<file path="config.mk">
export PLATFORM = sky130hd
export DESIGN_NAME = cla_seq_adder_flat
export DESIGN_NICKNAME = d
export VERILOG_FILES = /design/src/rtl/cla_seq_adder_if.sv /design/src/rtl/cla_seq_adder.sv /design/src/flat_wrapper.sv
export SDC_FILE = /design/constraint.sdc
export NUM_CORES = 1
export LEC_CHECK = 0
export CORE_ASPECT_RATIO = 2
export CORE_MARGIN = 1
export CORE_UTILIZATION = 40
export CTS_BUF_LIST = sky130_fd_sc_hd__clkbuf_16
export CTS_CLUSTER_DIAMETER = 200
export DETAILED_ROUTE_END_ITERATION = 10
export PLACE_DENSITY = 0.69
export SYNTH_ARGS = -nofsm -noshare
export SYNTH_HDL_FRONTEND = slang
export SYNTH_SLANG_ARGS = --single-unit
</file>
<file path="constraint.sdc">
create_clock -name clk -period 10.3 [get_ports clk]
set_clock_uncertainty 0.2 [all_clocks]
set_input_delay 1.545 -clock clk [delete_from_list [all_inputs] [get_ports clk]]
set_output_delay 1.545 -clock clk [all_outputs]
set_load 0.05 [all_outputs]
</file>
<file path="src/rtl/cla_seq_adder_if.sv">
// Operand/result handshake bundle for cla_seq_adder.
// master = producer/consumer side, slave = the adder.
interface cla_seq_adder_if #(
  parameter int unsigned W = 64
);
  logic         in_valid;
  logic         in_ready;
  logic [W-1:0] a;
  logic [W-1:0] b;
  logic         ci;
  logic         op_sub;
  logic         out_valid;
  logic         out_ready;
  logic [W-1:0] sum;
  logic         co;
  logic         ovf;

  modport master (
    output in_valid, a, b, ci, op_sub, out_ready,
    input  in_ready, out_valid, sum, co, ovf
  );

  modport slave (
    input  in_valid, a, b, ci, op_sub, out_ready,
    output in_ready, out_valid, sum, co, ovf
  );
endinterface

</file>
<file path="src/rtl/cla_seq_adder.sv">
// W-bit add/subtract processed one N-bit chunk per cycle through a single
// carry-lookahead slice, with valid/ready handshakes on both sides.
module cla_nbit #(
  parameter int unsigned N = 16
) (
  input  logic [N-1:0] a,
  input  logic [N-1:0] b,
  input  logic         ci,
  output logic [N-1:0] s,
  output logic         co
);
  logic [N-1:0] g, p;
  logic [N:0]   c;
  logic         acc, prop;

  assign g = a & b;
  assign p = a ^ b;

  // Each carry is the flat OR of generate terms gated by the propagate run below it.
  always_comb begin
    c    = '0;
    acc  = 1'b0;
    prop = 1'b0;
    c[0] = ci;
    for (int unsigned i = 0; i < N; i++) begin
      acc  = g[i];
      prop = p[i];
      for (int unsigned j = 0; j < i; j++) begin
        acc  = acc | (prop & g[i-1-j]);
        prop = prop & p[i-1-j];
      end
      c[i+1] = acc | (prop & ci);
    end
  end

  assign s  = p ^ c[N-1:0];
  assign co = c[N];
endmodule

module cla_seq_adder #(
  parameter int unsigned W = 64,
  parameter int unsigned N = 16
) (
  input  logic            clk,
  input  logic            rst,
  cla_seq_adder_if.slave  bus
);
  localparam int unsigned K  = W / N;
  localparam int unsigned CW = (K > 1) ? $clog2(K) : 1;

  typedef enum logic [1:0] {IDLE, RUN, DONE} state_t;

  state_t        state_q, state_d;
  logic [CW-1:0] cnt_q, cnt_d;
  logic [W-1:0]  a_q, a_d, b_q, b_d, sum_q, sum_d;
  logic          carry_q, carry_d, co_q, co_d, ovf_q, ovf_d;

  logic [N-1:0]  cla_a, cla_b, cla_s;
  logic          cla_co;
  logic          last;

  assign cla_a = a_q[cnt_q*N +: N];
  assign cla_b = b_q[cnt_q*N +: N];
  assign last  = (cnt_q == CW'(K - 1));

  cla_nbit #(.N(N)) u_cla (
    .a  (cla_a),
    .b  (cla_b),
    .ci (carry_q),
    .s  (cla_s),
    .co (cla_co)
  );

  always_ff @(posedge clk) begin
    if (rst) begin
      state_q <= IDLE;
      cnt_q   <= '0;
      a_q     <= '0;
      b_q     <= '0;
      sum_q   <= '0;
      carry_q <= 1'b0;
      co_q    <= 1'b0;
      ovf_q   <= 1'b0;
    end else begin
      state_q <= state_d;
      cnt_q   <= cnt_d;
      a_q     <= a_d;
      b_q     <= b_d;
      sum_q   <= sum_d;
      carry_q <= carry_d;
      co_q    <= co_d;
      ovf_q   <= ovf_d;
    end
  end

  always_comb begin
    state_d = state_q;
    unique case (state_q)
      IDLE:    if (bus.in_valid) state_d = RUN;
      RUN:     if (last) state_d = DONE;
      DONE:    if (bus.out_ready) state_d = IDLE;
      default: state_d = IDLE;
    endcase
  end

  always_comb begin
    cnt_d   = cnt_q;
    a_d     = a_q;
    b_d     = b_q;
    sum_d   = sum_q;
    carry_d = carry_q;
    co_d    = co_q;
    ovf_d   = ovf_q;
    if (state_q == IDLE && bus.in_valid) begin
      a_d     = bus.a;
      b_d     = bus.op_sub ? ~bus.b : bus.b;
      carry_d = bus.op_sub ? 1'b1 : bus.ci;
      cnt_d   = '0;
    end else if (state_q == RUN) begin
      sum_d[cnt_q*N +: N] = cla_s;
      carry_d             = cla_co;
      cnt_d               = cnt_q + 1'b1;
      if (last) begin
        // a^b'^s at the MSB recovers the carry into the top bit.
        co_d  = cla_co;
        ovf_d = a_q[W-1] ^ b_q[W-1] ^ cla_s[N-1] ^ cla_co;
        cnt_d = '0;
      end
    end
  end

  always_comb begin
    bus.in_ready  = (state_q == IDLE) && !rst;
    bus.out_valid = (state_q == DONE);
    bus.sum       = sum_q;
    bus.co        = co_q;
    bus.ovf       = ovf_q;
  end
endmodule

</file>
<file path="src/flat_wrapper.sv">
// flat-port wrapper written by rule: the top's interface ports become plain ports
module cla_seq_adder_flat 
#(
  parameter int unsigned W = 64,
  parameter int unsigned N = 16
)
  (clk, rst, bus_in_valid, bus_a, bus_b, bus_ci, bus_op_sub, bus_out_ready, bus_in_ready, bus_out_valid, bus_sum, bus_co, bus_ovf);
  cla_seq_adder_if #(.W(W)) bus_i ();
  input  logic clk;
  input  logic rst;
  input wire logic [$bits(bus_i.in_valid)-1:0] bus_in_valid;
  input wire logic [$bits(bus_i.a)-1:0] bus_a;
  input wire logic [$bits(bus_i.b)-1:0] bus_b;
  input wire logic [$bits(bus_i.ci)-1:0] bus_ci;
  input wire logic [$bits(bus_i.op_sub)-1:0] bus_op_sub;
  input wire logic [$bits(bus_i.out_ready)-1:0] bus_out_ready;
  output wire logic [$bits(bus_i.in_ready)-1:0] bus_in_ready;
  output wire logic [$bits(bus_i.out_valid)-1:0] bus_out_valid;
  output wire logic [$bits(bus_i.sum)-1:0] bus_sum;
  output wire logic [$bits(bus_i.co)-1:0] bus_co;
  output wire logic [$bits(bus_i.ovf)-1:0] bus_ovf;
  assign bus_i.in_valid = bus_in_valid;
  assign bus_i.a = bus_a;
  assign bus_i.b = bus_b;
  assign bus_i.ci = bus_ci;
  assign bus_i.op_sub = bus_op_sub;
  assign bus_i.out_ready = bus_out_ready;
  assign bus_in_ready = bus_i.in_ready;
  assign bus_out_valid = bus_i.out_valid;
  assign bus_sum = bus_i.sum;
  assign bus_co = bus_i.co;
  assign bus_ovf = bus_i.ovf;
  cla_seq_adder #(.W(W), .N(N)) u_core (.clk(clk), .rst(rst), .bus(bus_i));
endmodule
</file>
# == Word level (Yosys, flattened, before mapping) ==
# Index checks and enable logic that the tools add are counted.
# op_classes
shifts,4
muxes,10
multipliers,0
n_lt_le_gt_ge,0
n_eq_ne,6
bitwise_logic,400
n_reduce_logical,9
add_sub_neg,2
div,0
# op_table
cell,n
bitwise AND 1 bit,256
bitwise OR 1 bit,136
variable part select 64 x 7 -> 16 bit,2
bitwise mux 64 bit,1
two-way mux 64 bit,1
NOT 64 bit,1
"variable shift 16 x 34 -> 64 bit, first input constant",1
variable part select 16 x 34 -> 64 bit,1
negation 6 -> 34 bit,1
XOR 16 bit,2
bitwise AND 16 bit,1
two-way mux 2 bit,4
one-hot mux 2 bit (3 select lines),1
AND reduction 3 bit,2
"== test 2 bit, second input constant",2
"!= test 2 bit, second input constant",2
two-way mux 1 bit,3
XOR 1 bit,3
"adder 2 x 1 -> 2 bit, second input constant",1
"== test 2 x 1 -> 1 bit, second input constant",1
logical AND 1 bit,2
zero test 2 bit,1
"!= test 2 x 1 -> 1 bit, second input constant",1
AND reduction 2 bit,1
4 further kinds,4
# word_totals
latchBits,0
ff_bits,199
output_inout_bits,68
mem_bits_rw,0
mem_count,0
romBits,0
word_cells,439

# == Longest topological paths before layout ==
# Gate-level depths: netlist (run 1).
# depth
ltp_word,21
mapped_depth,12
ltp_nobuf,9

# == Hierarchy ==
# From an unflattened synthesis (run 1), not the netlist that was laid out.
# hier_totals
cells_unflattened,781
area_unflattened_um2,8897.3
# by_module_without_submodules
mod,cells_per_inst,area_per_inst_um2,instances
cla_seq_adder,693,8204.1,1
cla_nbit,88,693.2,1

# == Worst setup path after synthesis (run 1) ==
# OpenSTA, ideal clock, no wires.
# synth_timing
path_type,input-to-output
from,input port rst
to,output port bus_in_ready
path_stages,4
required_time_ns,8.555
t_arrival_ns,3.161
slack_ns,5.394
cell_sequence,clkbuf_1 clkbuf_1 clkbuf_1 nor3_1
# synth_via
elab_chain_cells,2
# synth_lines
element,line,text
start: declaration,flat_wrapper.sv:10,input logic rst;
zero test 1 bit,cla_seq_adder.sv:133,bus.in_ready = (state_q == IDLE) && !rst;
logical AND 1 bit,cla_seq_adder.sv:133,
end: declaration,flat_wrapper.sv:17,output wire logic [$bits(bus_i.in_ready)-1:0] bus_in_ready;
# No other way between the ends.

# == Worst setup path in the final report (run 1) ==
# Same ends and word-level chain as after synthesis.

==> flow_summary.json, run 1 <==
{
  "crit_path_start_kind": "input pin",
  "power_mw": 1.84,
  "cap_violations": 0,
  "post-route-util_pct": 52.7,
  "drtAntennaViolNets": 0,
  "ctsLongestPathBuffers": 2,
  "cts.sinks": 199,
  "placed_area_um2": 11300,
  "synth_nets": 1160,
  "path_class": "in -> out",
  "ctsRootBufferMaster": "clkbuf_16",
  "tns_ps": 0,
  "ir_drop_mv": 0.106,
  "tightest_slew_ps": 1140,
  "reg2reg_depth": 10,
  "cts_tree": "yes",
  "timing.fmax_mhz": 212,
  "rr_startpoint": "u_core.cnt_q[0]",
  "grt_antenna_before_repair": 2,
  "vias": 7635,
  "syn_inst": 1002,
  "critical_path_required_ps": 8560,
  "yosysTopAreaCell": "dfxtp_1",
  "final_area_um2": 11900,
  "dieArea_um2": 23700,
  "cts.htree.levels": 4,
  "fin_crit_ps": 4720,
  "power.leakage_nw": 4.23,
  "die_width_um": 109,
  "max_slew_margin_pct": 23.4,
  "io_pins": 202,
  "syn_area_um2": 9230,
  "drive_gt1_share_pct": 8.34,
  "cts_buffers": 17,
  "slew_violations": 0,
  "hold_class": "reg -> reg",
  "cp-end-kind": "primary output",
  "drt_first_pass_iters": 5,
  "setup_violations": 0,
  "clkTransAtPathRegs_ps": 70,
  "grt_use_total_pct": 21.0,
  "synth_flop_cell": "dfxtp_1",
  "worstHoldStart": "u_core.a_q[59]",
  "initial_core_util_pct": 40.8,
  "hold_violations": 0,
  "nNetsFinal": 1308,
  "crit_fanout": 111,
  "io_buffers": 201,
  "status": "finished, final reports clean",
  "overflow": 0,
  "synthDistinctLibCells": 60,
  "rsz0062_at_grt": "no",
  "grt_pass1_wl_mm": 38.2,
  "synth_top_cell_area_share_pct": 43.2,
  "synth-seq-cells": 199,
  "ys_warn_count": 0,
  "drt_drc_violations_left": 0,
  "ys_seq_area_share_pct": 43.2,
  "post_drt_wl_per_cell_um": 16.7,
  "core_um2": 22600,
  "hold-path-cell-count": 2,
  "clk_latency_ps": 440,
  "period_share_pct": 45.8,
  "power.density_nw_per_um2": 154,
  "dieHeight_um": 217,
  "row_count": 78,
  "cts-resized-gates": 0,
  "cp.arrival_ps": 2970,
  "min_to": "u_core.a_q[59]",
  "grt_max_degree": 112,
  "dp_hpwl_mm": 17.7,
  "syn_to_final_growth_pct": 29.2,
  "cts_hold_buf": 0,
  "postCtsSetupRepairBufs": 0,
  "ys_top_cells_by_area": "dfxtp_1 (43%), mux4_2 (7.8%), xnor2_1 (6.9%)",
  "async_reset_ff_share_pct": 0,
  "place_congestion": 0.890,
  "reg2reg_to": "u_core.bus.ovf",
  "place_inst": 1411,
  "drt_iter0_markers": 530,
  "routed_wirelength_mm": 24.2,
  "via_per_inst": 5.28,
  "rrSetupSlack_ps": 5970,
  "stdcell_count": 1445,
  "grt_pass1_vias": 7515,
  "avgSynthCellArea_um2": 9.21,
  "synth_edf_count": 0
}
worst max-delay path, stage by stage:
cell and delay [ps]:
buf_6 570, nor3_1 80, clkdlybuf4s50_1 730
Yosys cell counts (2+ instances only):
cell type / number
a211oi_1: 66
a21o_1: 3
a21oi_1: 78
a21oi_2: 2
a22oi_1: 58
a311o_1: 4
a31o_2: 2
a31oi_1: 3
a32oi_1: 4
and3_1: 3
and3b_1: 4
buf_1: 11
buf_2: 11
buf_4: 4
clkbuf_1: 53
dfxtp_1: 199
ha_1: 23
inv_1: 14
mux4_2: 32
nand2_1: 149
nand2b_1: 2
nand3_1: 6
nor2_1: 136
nor2b_1: 4
nor3_1: 6
nor4_4: 3
o211ai_1: 2
o21ai_0: 7
o21ai_1: 2
o21bai_1: 4
o31a_1: 2
xnor2_1: 73
xor2_1: 5
state kept, by name, summed over array words and instances (netlist names):
name,count
u_core.b_q,64
u_core.a_q,64
u_core.bus.co,1
u_core.state_q,2
u_core.carry_q,1
u_core.cnt_q,2
u_core.bus.ovf,1
u_core.bus.sum,64
per-layer routing:
metal	GRT usage (%)	vias up	wire length, um	share of wire (%)
met3	2.85	30	741	3.1
met4	8.98	0	584	2.4
met1	23.8	3600	9610	40
li1	-	3826	-	-
met2	38.3	179	13200	55
met5	0	-	0	0
cell usage in the layout (no fill, tap or decap), drive strengths merged, types with 3 or more instances in the layout:
| cell | instances |
|---|---|
| o21bai | 4 |
| a32oi | 4 |
| xor2 | 5 |
| a31oi | 3 |
| o21ai | 10 |
| nor4 | 3 |
| a311o | 4 |
| xnor2 | 73 |
| dfxtp | 199 |
| nor2 | 137 |
| inv | 20 |
| a211oi | 68 |
| mux4 | 32 |
| o211ai | 3 |
| clkinv | 6 |
| clkbuf | 17 |
| nand3 | 7 |
| ha | 23 |
| a22oi | 58 |
| a21o | 3 |
| o311ai | 3 |
| nor2b | 4 |
| buf | 9 |
| and3 | 3 |
| and3b | 4 |
| nor3 | 6 |
| a21oi | 80 |
| clkdlybuf4s50 | 199 |
| nand2 | 150 |
worst max-delay path by stage:
| stage | depth (start not counted) | start | to |
|---|---|---|---|
| after floorplan | 4 | rst | bus_in_ready |
| after global placement | 3 | rst | bus_in_ready |
| after detailed placement | 3 | rst | bus_in_ready |
| after CTS | 3 | rst | bus_in_ready |
| after global routing | 3 | rst | bus_in_ready |
| final | 3 | rst | bus_in_ready |
metrics by stage:
stage          worst slack (ps)  hold slack [ps]
5_1_grt                    5510              274
4_1_cts                    5580              255
2_1_floorplan              5390              233
3_5_place_dp               5580              245
3_3_place_gp               5580              239
6_report                   5580              257
cell families (layout without fill, tap and decap cells):
| group | Yosys count | in the layout | synth area share (%) |
|---|---|---|---|
| and+or+nand+nor | 323 | 323 | 15.0 |
| AOI/OAI and AO/OA | 251 | 251 | 19.0 |
| DFF | 199 | 199 | 43.2 |
| buffers and inverters | 93 | 254 | 4.09 |
| xor gates and xnor gates | 78 | 78 | 7.40 |
| muxes | 34 | 34 | 8.04 |
| adders and majority gates | 24 | 24 | 3.34 |
| other | 0 | 2 | 0 |
where the power goes:
| part | leakage [nW] | switching [mW] | internal (mW) |
|---|---|---|---|
| sequential | 1.63 | 0.0230 | 0.810 |
| combinational | 2.31 | 0.180 | 0.147 |
| clock | 0.288 | 0.314 | 0.364 |
| total | 4.23 | 0.518 | 1.32 |
cell type report:
class / count / area [um2]
Tap cell: 280 / 350
Timing Repair Buffer: 208 / 2060
Clock inverter: 15 / 168
Sequential cell: 199 / 3990
Antenna cell: 2 / 5.00
Multi-Input combinational cell: 710 / 4870
Fill cell: 2133 / 10700
Clock buffer: 17 / 425
Inverter: 14 / 52.6
(Power assumes the default switching activity.)
==> run 2, diff against run 1 <==
--- a/config.mk
+++ b/config.mk
@@ -11,7 +11,7 @@
 export CTS_BUF_LIST = sky130_fd_sc_hd__clkbuf_16
 export CTS_CLUSTER_DIAMETER = 200
 export DETAILED_ROUTE_END_ITERATION = 10
-export PLACE_DENSITY = 0.69
+export PLACE_DENSITY = 0.71
 export SYNTH_ARGS = -nofsm -noshare
 export SYNTH_HDL_FRONTEND = slang
 export SYNTH_SLANG_ARGS = --single-unit
==> constraint.sdc (replaced) <==
create_clock -name clk -period 3.9 [get_ports clk]
set_clock_uncertainty 0.2 [all_clocks]
set_input_delay 0.585 -clock clk [delete_from_list [all_inputs] [get_ports clk]]
set_output_delay 0.585 -clock clk [all_outputs]
set_load 0.05 [all_outputs]
==> run 2 against run 1 <==
Worst setup slack got worse by 5300 ps. Flip-flop and latch count unchanged. Die area did not move. Combinational power grew to 2.7 times the previous value. Final area is 1.7% higher. Clock-buffer cell count did not move. Worst hold slack barely moved. Largest power group unchanged. Via count is 3.0% higher. Largest cell class unchanged. First-iteration DRC count decreased by 25%. Cell count increased by 1.2%. Wire length up 7.2%. Total power grew to 2.7 times the previous value.
==> flow_summary.json, run 2 (synthesis gave the netlist of run 1 again) <==
{
  "status": "finished, final reports clean",
  "register_area_um2": 3990,
  "reg2reg_depth": 10,
  "crit_fanout": 10,
  "dieArea_um2": 23700,
  "timing.fmax_mhz": 275,
  "whs_ps": 257,
  "routed_wirelength_mm": 25.9,
  "final_cell_mix": "clkdlybuf4s50_1 (199), dfxtp_1 (197), nand2_1 (148)",
  "switching_share_pct": 30.1,
  "syn_to_final_growth_pct": 31.4,
  "reg2reg_to": "u_core.bus.sum[13]",
  "place_inst": 1429,
  "drive_gt1_share_pct": 9.82,
  "power.leakage_nw": 4.34,
  "core_um2": 22600,
  "intPower_mw": 3.42,
  "tns_ps": 0,
  "cts.sinks": 199,
  "overflow": 0,
  "power_mw": 4.89,
  "crit_path_start_kind": "flip-flop",
  "sequentialPowerShare_pct": 45.1,
  "worstHoldStart": "u_core.a_q[53]",
  "nNetsFinal": 1326,
  "via_per_inst": 5.38,
  "initial_core_util_pct": 40.8,
  "clkTransAtPathRegs_ps": 80,
  "ir_drop_mv": 0.263,
  "ctsLongestPathBuffers": 2,
  "cts_buffers": 17,
  "final_common_cell": "clkdlybuf4s50_1",
  "rsz0062_at_grt": "no",
  "combPwrFrac_pct": 18.3,
  "p_clk_share_pct": 36.6,
  "drt_drc_violations_left": 0,
  "max_slew_margin_pct": 22.5,
  "grt_max_degree": 203,
  "slowest_stage": "dfxtp_2",
  "power.density_nw_per_um2": 403,
  "hold-path-cell-count": 2,
  "slew_violations": 0,
  "tightest_slew_ps": 1160,
  "ctsRootBufferMaster": "clkbuf_16",
  "cts.htree.levels": 4,
  "cts-resized-gates": 0,
  "hold_violations": 0,
  "switching_power_mw": 1.47,
  "critPathMaxStageDelay_ps": 570,
  "stdcell_count": 1463,
  "hold_class": "reg -> reg",
  "drtAntennaViolNets": 0,
  "drt_first_pass_iters": 5,
  "die_width_um": 109,
  "fin_crit_ps": 3640,
  "min_to": "u_core.a_q[53]",
  "dieHeight_um": 217,
  "period_share_pct": 93.3,
  "critical_path_required_ps": 4080,
  "grt_use_total_pct": 22.6,
  "fill_cells": 2120,
  "cts_tree": "yes",
  "postCtsSetupRepairBufs": 0,
  "rrSetupSlack_ps": 260,
  "multiInputGateArea_um2": 4870,
  "dp_hpwl_mm": 19.4,
  "path_cells": "buf_4 > mux4_2 > ha_1 > a21oi_1 > o211ai_2 > a31oi_1 > o221ai_1 > xnor2_1 > a22oi_1 > nor2_1",
  "grt_antenna_before_repair": 3,
  "row_count": 78,
  "io_pins": 202,
  "rr_startpoint": "u_core.cnt_q[0]",
  "place_congestion": 0.878,
  "cp.arrival_ps": 3820,
  "io_buffers": 201,
  "cp-end-kind": "flip-flop",
  "grt_pass1_vias": 7978,
  "vias": 7867,
  "path_class": "reg -> reg",
  "setup_violations": 0,
  "grt_pass1_wl_mm": 40.8,
  "cap_violations": 0,
  "cts_hold_buf": 0,
  "clk_latency_ps": 450,
  "post_drt_wl_per_cell_um": 17.7,
  "drt_iter0_markers": 400
}
## run 2: cell types whose count changed in the layout (fill, tap and decap cells not counted), sizes merged
| cell | delta |
|---|---|
| buf | +18 |
| clkinv | +5 |
| bufinv | -2 |
| inv | -2 |
| clkinvlp | -1 |
## run 2: worst max-delay path, delay by kind of cell (launching register included)
family	cells	cell delay [ps]
simple gates	1	120
buf+inv	1	250
fa+ha+maj	1	360
compound gates	5	1220
xor+xnor	1	320
mux	1	540
flops	1	570
## run 2: metal layers
layer | vias up | share of wire (%) | GRT usage [%] | wire length, um
met5 | - | 0.058 | 0 | 15
met4 | 2 | 5.1 | 14.4 | 1330
met3 | 71 | 4.0 | 3.59 | 1040
met2 | 254 | 54 | 40.8 | 13900
met1 | 3672 | 37 | 23.7 | 9630
li1 | 3868 | - | - | -
## run 2: through the flow
step                utilization [%]  setup slack [ps]  area, um2
floorplan                         -               289       9230
global placement               50.8               264      11500
detailed placement             50.8               248      11500
CTS                            53.5               206      12100
global route                   53.6              6.84      12100
finish                         53.6               261      12100
## run 2: how the worst max path moves through the flow
stage                                from  slack, ps  depth (start not counted)                  to
final                     u_core.cnt_q[0]        260                         10  u_core.bus.sum[13]
after global routing      u_core.cnt_q[0]          7                         10      u_core.bus.ovf
after CTS                 u_core.cnt_q[0]        210                         10  u_core.bus.sum[13]
after detailed placement  u_core.cnt_q[0]        250                         10      u_core.bus.ovf
after global placement    u_core.cnt_q[0]        260                         10      u_core.bus.ovf
after floorplan           u_core.cnt_q[0]        290                         12      u_core.bus.ovf
## run 2: layout make-up
type                    count  share of cell area [%]
repair buffers            226                    18.5
clock buffers              17                    3.51
clock inverters            15                    1.54
multi-input cells         710                    40.2
well taps                 280                    2.89
inverters                  14                   0.433
diodes                      2                  0.0413
flip-flops and latches    199                    32.9
## run 2: power by group through the flow
stage                     Sequential [mW]  Combinational (mW)  Clock [mW]
after floorplan                      2.26               0.548           0
after global placement               2.25               0.883           0
after detailed placement             2.25               0.896           0
after CTS                            2.21               0.901        1.81
after global routing                 2.22               0.977        1.89
final                                2.21               0.895        1.79
==> run 3, diff against run 2 <==
--- a/config.mk
+++ b/config.mk
@@ -8,7 +8,6 @@
 export CORE_ASPECT_RATIO = 2
 export CORE_MARGIN = 1
 export CORE_UTILIZATION = 40
-export CTS_BUF_LIST = sky130_fd_sc_hd__clkbuf_16
 export CTS_CLUSTER_DIAMETER = 200
 export DETAILED_ROUTE_END_ITERATION = 10
 export PLACE_DENSITY = 0.71
==> run 3 against run 2 <==
Global-route usage is essentially flat. Highest routed layer unchanged. Via count shrank 0.27%. Clock-buffer cell count grew 1. Sequential share of layout area is essentially flat. Clock power is essentially flat. Flip-flop and latch count is the same. Worst setup slack gained 2.0 ps. Utilization is essentially flat. Die area is the same. Wire length shrank 0.17%.
==> flow_summary.json, run 3 (synthesis gave the netlist of run 1 again) <==
{
  "crit_path_start_kind": "flip-flop",
  "grt_pass1_wl_mm": 40.8,
  "postCtsSetupRepairBufs": 0,
  "crit_fanout": 18,
  "drtAntennaViolNets": 0,
  "hold_class": "reg -> reg",
  "io_buffers": 201,
  "reg2reg_to": "u_core.bus.sum[10]",
  "nNetsFinal": 1326,
  "dieHeight_um": 217,
  "tns_ps": 0,
  "ctsRootBufferMaster": "clkbuf_16",
  "path_class": "reg -> reg",
  "place_congestion": 0.878,
  "post-route-util_pct": 53.6,
  "grt_max_degree": 203,
  "hold_violations": 0,
  "placed_area_um2": 11500,
  "grt_pass1_vias": 7963,
  "final_area_um2": 12100,
  "drt_iter0_markers": 434,
  "ctsLongestPathBuffers": 2,
  "max_slew_margin_pct": 22.4,
  "dp_hpwl_mm": 19.4,
  "via_per_inst": 5.36,
  "post_drt_wl_per_cell_um": 17.7,
  "power.leakage_nw": 4.35,
  "cts.sinks": 199,
  "critical_path_required_ps": 4000,
  "cp-startpoint": "u_core.cnt_q[0]",
  "power.density_nw_per_um2": 404,
  "path_common_cell": "a21oi_2",
  "worstHoldStart": "u_core.a_q[46]",
  "slew_violations": 0,
  "overflow": 0,
  "initial_core_util_pct": 40.8,
  "grt_antenna_before_repair": 3,
  "whs_ps": 257,
  "tightest_slew_ps": 1160,
  "path_cells": "buf_12 > mux4_2 > ha_1 > a21oi_2 > o211ai_1 > a21oi_2 > a21boi_0 > or3_4 > a32oi_1 > nor2_1",
  "cts-resized-gates": 0,
  "io_pins": 202,
  "reg2reg_depth": 10,
  "cts_hold_buf": 0,
  "cts_buffers": 17,
  "cp-end-kind": "flip-flop",
  "die_width_um": 109,
  "cap_violations": 0,
  "final_common_cell": "clkdlybuf4s50_1",
  "cp.arrival_ps": 3740,
  "dieArea_um2": 23700,
  "multiInputGateArea_um2": 4870,
  "core_um2": 22600,
  "rsz0062_at_grt": "no",
  "rrSetupSlack_ps": 260,
  "period_share_pct": 93.3,
  "vias": 7846,
  "grt_use_total_pct": 22.6,
  "clkTransAtPathRegs_ps": 80,
  "drive_gt1_share_pct": 9.91,
  "routed_wirelength_mm": 25.9,
  "timing.fmax_mhz": 275,
  "status": "finished, final reports clean",
  "setup_violations": 0,
  "clk_latency_ps": 450,
  "fin_crit_ps": 3640,
  "drt_drc_violations_left": 0,
  "final_cell_mix": "clkdlybuf4s50_1 (199), dfxtp_1 (197), nand2_1 (148)",
  "rr_startpoint": "u_core.cnt_q[0]",
  "critPathMaxStageDelay_ps": 570,
  "syn_to_final_growth_pct": 31.5,
  "cts_tree": "yes",
  "crit_path_end": "u_core.bus.sum[10]",
  "drt_first_pass_iters": 5,
  "row_count": 78,
  "fill_cells": 2117,
  "cts.htree.levels": 4,
  "slowest_stage": "dfxtp_2",
  "ir_drop_mv": 0.263,
  "register_area_um2": 3990
}
==> run 3: worst max-delay path: cells and delay by family, from the launching register on <==
family / cells / cell delay (ps)
compound gates: 5 / 1080
fa+ha+maj: 1 / 420
buf+inv: 1 / 240
flops: 1 / 570
mux: 1 / 530
simple gates: 2 / 440
==> run 3: where the power goes <==
part	leakage, nW	internal, mW	total, mW	switching (mW)
combinational	2.42	0.410	0.895	0.485
sequential	1.63	2.14	2.21	0.0672
clock	0.300	0.890	1.80	0.913
total	4.35	3.44	4.90	1.47
==> run 3: per-stage QoR <==
step | power [mW] | instances | setup WS (ps)
after floorplan | 2.81 | 1002 | 289
after global placement | 3.13 | 1429 | 264
after detailed placement | 3.15 | 1429 | 248
after CTS | 4.93 | 1461 | 206
after global routing | 5.11 | 1463 | 6.84
final | 4.90 | 1463 | 263
==> run 3: final cells by class <==
cell class	instances	share of cell area, %
inverter	14	0.433
multi-input combinational	710	40.1
antenna	2	0.0412
clock inverter	14	1.51
tap	280	2.89
clock buffer	18	3.62
timing repair buffer	226	18.5
sequential	199	32.8
==> run 3: worst min-delay path by stage <==
stage                endpoint  slack [ps]  cells after the start
4_1_cts        u_core.a_q[16]         260                      2
3_3_place_gp   u_core.a_q[29]         240                      2
5_1_grt        u_core.a_q[32]         280                      2
2_1_floorplan  u_core.a_q[32]         230                      2
6_report       u_core.a_q[46]         260                      2
3_5_place_dp   u_core.a_q[16]         250                      2
==> run 3: metal layers <==
metal | routed length [um] | vias up | global-route usage (%) | part of all wire, %
li1 | - | 3866 | - | -
met1 | 9640 | 3661 | 23.6 | 37
met2 | 13900 | 243 | 40.8 | 54
met3 | 990 | 74 | 3.59 | 3.8
met4 | 1320 | 2 | 14.3 | 5.1
met5 | 15 | - | 0 | 0.058
==> variant (config.mk and constraints of run 3) <==
`N` is set to 16 in 3 places; all go to 8.
--- a/src/rtl/cla_seq_adder.sv
+++ b/src/rtl/cla_seq_adder.sv
@@ -1,7 +1,7 @@
 // W-bit add/subtract processed one N-bit chunk per cycle through a single
 // carry-lookahead slice, with valid/ready handshakes on both sides.
 module cla_nbit #(
-  parameter int unsigned N = 16
+  parameter int unsigned N = 8
 ) (
   input  logic [N-1:0] a,
   input  logic [N-1:0] b,
@@ -39,7 +39,7 @@
 
 module cla_seq_adder #(
   parameter int unsigned W = 64,
-  parameter int unsigned N = 16
+  parameter int unsigned N = 8
 ) (
   input  logic            clk,
   input  logic            rst,
--- a/src/flat_wrapper.sv
+++ b/src/flat_wrapper.sv
@@ -2,7 +2,7 @@
 module cla_seq_adder_flat 
 #(
   parameter int unsigned W = 64,
-  parameter int unsigned N = 16
+  parameter int unsigned N = 8
 )
   (clk, rst, bus_in_valid, bus_a, bus_b, bus_ci, bus_op_sub, bus_out_ready, bus_in_ready, bus_out_valid, bus_sum, bus_co, bus_ovf);
   cla_seq_adder_if #(.W(W)) bus_i ();
Function: changed (Yosys sat finds a counterexample within 4 cycles, from zero or initial values and one cycle with rst high).
==> variant against run 3 <==
Setup slack got worse by 0.029 ns; die area barely moved; synthesized area barely moved; wire length rose by 1.1%; via count rose by 0.82%; non-clock buffer count fell by 3; total power fell by 0.89%; sequential cell count rose by 1; count of clock-buffer cells in the layout fell by 1; final area fell by 0.76%; critical path type unchanged; critical endpoint is now u_core.bus.sum[39]; highest routed layer is now met4.
==> variant: results <==
{
  "run_status": "finished, final reports clean",
  "place_area_sq_um": 11400,
  "ys_seq_area_share_pct": 43.4,
  "drive_gt1_share_pct": 9.23,
  "clk_share_pct": 5.04,
  "dr.first_iter.drc_count": 524,
  "sh_seq_area_pct": 33.3,
  "grt_max_degree": 98,
  "synthMuxAreaShare_pct": 8.83,
  "gp_congestion": 0.876,
  "power.switching_uw": 1440,
  "seqPwrFrac_pct": 45.8,
  "fill_cells": 2084,
  "r2r_start": "u_core.cnt_q[1]",
  "dr.pass1.iters": 6,
  "antenna_found_initial": 0,
  "r2r_slack_ns": 0.23,
  "buffers": 223,
  "cts.sinks": 200,
  "finalInstanceArea_sq_um": 12000,
  "synth_adder_area_share_pct": 2.25,
  "inverters": 13,
  "critPathSlowestCell": "mux2i_2",
  "whs_endpoint": "u_core.a_q[58]",
  "synth-xor-area-share_pct": 6.63,
  "crit_fanout": 13,
  "critical-path-top-delay-family": "multiplexers",
  "min_from": "u_core.a_q[58]",
  "antennaDiodeCount": 0,
  "ys_types": 61,
  "bufAreaShareNonClock_pct": 18.6,
  "dp_hpwl_um": 19900,
  "multi_input_area_sq_um": 4790,
  "dieArea_sq_um": 23700,
  "slew_headroom_pct": 19.8,
  "first_global_vias": 7665,
  "grt_use_total_pct": 22.6,
  "synth_common_cells": "dfxtp_1, nand2_1, nor2_1",
  "multi_input_gates": 735,
  "grt_pass1_wl_um": 40400,
  "synth_compound_area_share_pct": 15.4
}
## variant: cell types whose count changed after synthesis, sizes merged, moves of 9 or more
cell / delta
a22oi: -43
nand2: +42
nor2: -25
nand3b: +23
o21ai: +11
or3: +9
## variant: logic make-up after synthesis
| family | Yosys count |
|---|---|
| and+or+nand+nor | 391 |
| DFF | 200 |
| buffers and inverters | 97 |
| xor gates and xnor gates | 69 |
| AOI/OAI and AO/OA | 218 |
| adders and majority gates | 16 |
| muxes | 41 |
## variant: routing by layer
layer  vias to the layer above  GRT usage (%)  wire length [um]
met5                         -              0                 0
met2                       237           43.5             14900
met4                         0           10.8              1050
met3                        54           2.85               846
met1                      3715           23.3              9310
li1                       3904              -                 -
## variant: per-stage QoR
stage	total power, uW	std cells	setup slack [ns]	hold slack, ns
after detailed placement	3140	1451	0.272	0.244
after global placement	3130	1451	0.355	0.240
after floorplan	2780	1032	0.282	0.230
after CTS	4890	1483	0.239	0.255
after global routing	5060	1483	0.0411	0.279
final	4860	1483	0.233	0.255
